$ cat src/rtl/flush_sequencer.sv
// flush_sequencer: sequences pipeline flush, LSB drain wait and IF redirect after a branch mispredict.
module flush_sequencer #(
  parameter int DRAIN_MAX = 15,
  parameter int CNT_W     = 16
) (
  input  logic             clk,
  input  logic             rst,
  input  logic             rdy,
  input  logic             mispredict,
  input  logic [31:0]      redirect_addr,
  input  logic             lsb_drain_done,
  output logic             if_flush,
  output logic             rob_flush,
  output logic             rs_flush,
  output logic             register_flush,
  output logic             cdb_flush,
  output logic             lsb_flush,
  output logic             predictor_flush,
  output logic             if_redirect,
  output logic [31:0]      addr_to_if,
  output logic             issue_stall,
  output logic             drain_timeout,
  output logic [CNT_W-1:0] flush_count
);
  localparam logic [1:0] IDLE     = 2'd0;
  localparam logic [1:0] FLUSH    = 2'd1;
  localparam logic [1:0] DRAIN    = 2'd2;
  localparam logic [1:0] REDIRECT = 2'd3;
  localparam int DW = $clog2(DRAIN_MAX + 1);
  logic [1:0]    state;
  logic [31:0]   pc;
  logic [DW-1:0] drain_cnt;
  logic          flush;
  logic          drain_end;
  assign if_flush        = flush;
  assign rob_flush       = flush;
  assign rs_flush        = flush;
  assign register_flush  = flush;
  assign cdb_flush       = flush;
  assign lsb_flush       = flush;
  assign predictor_flush = flush;
  // leave DRAIN on acknowledge, or on the DRAIN_MAX-th cycle without one
  assign drain_end = lsb_drain_done || (drain_cnt == DW'(DRAIN_MAX - 1));
  always_ff @(posedge clk) begin
    if (rst) begin
      state         <= IDLE;
      pc            <= '0;
      drain_cnt     <= '0;
      flush         <= 1'b0;
      if_redirect   <= 1'b0;
      addr_to_if    <= '0;
      issue_stall   <= 1'b0;
      drain_timeout <= 1'b0;
      flush_count   <= '0;
    end else if (rdy) begin
      case (state)
        IDLE: if (mispredict) begin
          pc          <= redirect_addr;
          flush_count <= &flush_count ? flush_count : flush_count + 1'b1;
          flush       <= 1'b1;
          issue_stall <= 1'b1;
          state       <= FLUSH;
        end
        FLUSH: begin
          flush     <= 1'b0;
          drain_cnt <= '0;
          state     <= DRAIN;
        end
        DRAIN: if (drain_end) begin
          if_redirect <= 1'b1;
          addr_to_if  <= pc;
          state       <= REDIRECT;
          if (!lsb_drain_done) drain_timeout <= 1'b1;
        end else begin
          drain_cnt <= drain_cnt + 1'b1;
        end
        default: begin
          if_redirect <= 1'b0;
          issue_stall <= 1'b0;
          state       <= IDLE;
        end
      endcase
    end
  end
endmodule

$ cat config.mk
export PLATFORM = sky130hd
export DESIGN_NAME = flush_sequencer
export DESIGN_NICKNAME = d
export VERILOG_FILES = /design/src/rtl/flush_sequencer.sv
export SDC_FILE = /design/constraint.sdc
export NUM_CORES = 1
export LEC_CHECK = 0
export BUFFER_PORTS_ARGS = -buffer_cell sky130_fd_sc_hd__buf_2
export CAP_MARGIN = 30
export CORE_MARGIN = 3
export CORE_UTILIZATION = 52
export DETAILED_ROUTE_END_ITERATION = 12
export GPL_TIMING_DRIVEN = 1
export PLACE_DENSITY_LB_ADDON = 0.15
export SLEW_MARGIN = 30
export SYNTH_ARGS = -nofsm -noshare
export SYNTH_HDL_FRONTEND = slang
export SYNTH_SLANG_ARGS = --single-unit
$ cat constraint.sdc
create_clock -name clk -period 2.5 [get_ports clk]
set_input_delay 0.125 -clock clk [delete_from_list [all_inputs] [get_ports clk]]
set_output_delay 0.125 -clock clk [all_outputs]
set_load 0.03 [all_outputs]
==> flow_summary.json <==
{
  "worstPathRequired_ns": 2.76,
  "layout_common_cells": "nand2_1 (141), buf_2 (94), dfxtp_1 (90)",
  "clk_path_buf_depth": 2,
  "min_delay_path_depth": 3,
  "ctsResizeCount": 0,
  "multi_input_area_um2": 1623,
  "slowest_stage": "or4_4",
  "avgSynthCellArea_um2": 7.902,
  "hold_path.class": "primary input to register",
  "cp.arrival_ns": 2.34,
  "min_period_over_period_pct": 82.89,
  "grt_pass1_wl_mm": 13.32,
  "synthArstFlopShare_pct": 0,
  "netlist_instances": 456,
  "dieWidth_um": 89.25,
  "slew_headroom_pct": 48.30,
  "grt_pass1_vias": 2934,
  "hp-start": "redirect_addr[9]",
  "cp_max_fo": 6,
  "yosys-top-cells-area": "dfxtp_1 (50%), nand2_1 (15%), a21oi_1 (11%)",
  "cts_max_level": 3,
  "n_fill_cell": 584,
  "yosysUniqueCellTypes": 45,
  "start_kind": "register",
  "gr-usage-all-layers_pct": 21.08,
  "pin_count": 95,
  "port_buffers": 94,
  "final_common_cell": "nand2_1",
  "r2r_slack_ns": 0.43,
  "clk-insertion-delay-late_ns": 0.34,
  "area_growth_pct": 20.69,
  "path_delay_family": "simple AND/OR/NAND/NOR gates",
  "synth-seq-cells": 90,
  "cp_slowest_stage_delay_ns": 0.59,
  "gp_congestion": 0.8553,
  "fin_worst_skew_ns": 0.009898,
  "rsz0062_at_grt": "no",
  "synth_edf_count": 0,
  "yosysWarnings": 0,
  "netlist_area_um2": 3603,
  "fmax_mhz": 482.6,
  "final-max-slew-violation-count": 0,
  "path_class": "register to register",
  "coreArea_um2": 6531,
  "synth_top_area_share_pct": 50.00,
  "path_cells": "inv_1 > ha_1 > nand3_2 > or4_4 > or3_1 > a31oi_1",
  "worst_pin_slew_ns": 0.7755,
  "vias": 3304,
  "synth_nets": 500,
  "die-area_um2": 7965,
  "ant_nets": 0,
  "powerDensity_nw_per_um2": 658.3,
  "synth-seq-area-share_pct": 50.00,
  "clkSinkCount": 90,
  "worstRegToRegCells": 6,
  "r2r-start": "state[0]",
  "status": "completed",
  "fin_cells": 620,
  "drt_pass1_iterations": 4,
  "initial_core_util_pct": 55.17,
  "dieHeight_um": 89.25,
  "drc": 0,
  "setup_viol": 0,
  "rows": 29,
  "clk_pin_slew_ns": 0.09,
  "fin_tns_setup_ns": 0,
  "dp.cells": 599,
  "final_nets": 583,
  "reg2reg_to": "flush_count[15]",
  "timing.final.hold_violations": 0,
  "fin_crit_ns": 2.072,
  "clock-root-buffer": "clkbuf_8",
  "grt_start_max_net_pins": 50,
  "n_antenna_cell": 0,
  "routed_wl_mm": 8.198,
  "wl_per_cell_um": 13.22,
  "grt_overflow": 0,
  "synth_area_leader_cell": "dfxtp_1",
  "ir_drop_mv": 0.4081,
  "regArea_um2": 1802,
  "drtIter0Drc": 187,
  "cts_tree": "built",
  "cp_num_buf_inv": 1,
  "cts_buffers": 9,
  "p_leak_nw": 1.759,
  "drv_cap": 0,
  "ys.flop_type": "dfxtp_1",
  "drive_above_1_share_pct": 22.65,
  "hold_end": "pc[9]",
  "antenna_found_initial": 0,
  "routed_via_density": 5.329,
  "dp_hpwl_mm": 5.392,
  "end_kind": "register",
  "hold_slack_ns": 0.01255
}
area by class of cell:
class | instances | area share (%)
Timing Repair Buffer | 106 | 13.52
Clock buffer | 9 | 2.848
Tap cell | 77 | 2.215
Clock inverter | 6 | 2.071
Multi-Input combinational cell | 325 | 37.31
Sequential cell | 90 | 41.43
Inverter | 7 | 0.6041
logic make-up (layout without fill, tap and decap cells):
logic type      Yosys count  count (layout)  share of synthesized area [%]
buf+inv                  41             128                          5.035
mux                       2               2                         0.5903
fa+ha+maj                 7               7                          2.430
compound gates          106             106                          16.18
simple gates            210             210                          25.76
flops                    90              90                          50.00
cells in the mapped netlist (3+ instances only):
cell type	n
a21oi_1	76
buf_1	3
buf_4	7
clkbuf_1	23
dfxtp_1	90
ha_1	7
inv_1	7
nand2_1	141
nand3_1	10
nand4_1	5
nor2_1	15
nor3_1	9
nor4_1	3
o21ai_0	13
o31ai_1	4
or3_1	8
or4_1	3
worst min-delay path: stages:
cell	delay [ns]
buf_2	0.10
nand2_1	0.04
a21oi_1	0.05
routing by layer:
metal,share of wire (%),global-route usage [%],vias up
met5,0,0,-
met1,45,28.27,1501
met4,1.4,9.066,0
li1,-,-,1706
met3,5.5,3.963,10
met2,48,33.22,87
power by group:
group | internal [mW] | switching, mW | leakage, nW
registers | 1.48 | 0.0298 | 0.729
clock network | 0.563 | 0.502 | 0.106
logic | 0.0986 | 0.192 | 0.923
total | 2.14 | 0.724 | 1.76
timing repair:
action | in CTS | in global routing
endpoints found under the hold margin | 6 | 0
hold buffers | 6 | 0
setup buffers | 0 | 0
worst max-delay path by stage:
stage / end / cells past startpoint / start / slack, ns
6_report: flush_count[15] / 6 / state[0] / 0.43
5_1_grt: flush_count[5] / 6 / state[0] / 0.30
4_1_cts: flush_count[13] / 6 / state[0] / 0.43
3_5_place_dp: flush_count[13] / 6 / state[0] / 0.46
3_3_place_gp: flush_count[15] / 6 / state[0] / 0.55
2_1_floorplan: flush_count[13] / 4 / flush_count[4] / 0.64
state kept, by name (all words and copies together), names as in the netlist:
register	count
addr_to_if	32
pc	32
flush_count	16
drain_cnt	4
state	2
cdb_flush	1
drain_timeout	1
if_redirect	1
issue_stall	1
metrics by stage:
step	instance area, µm²	power (mW)	setup slack (ns)	util (%)
5_1_grt	4349	2.989	0.2986	66.59
2_1_floorplan	3603	1.750	0.6389	-
3_3_place_gp	4075	1.818	0.5537	62.39
3_5_place_dp	4075	1.826	0.4569	62.39
6_report	4349	2.863	0.4277	66.59
4_1_cts	4349	2.888	0.4312	66.59
Note: power is estimated with default switching activity, not from simulation.
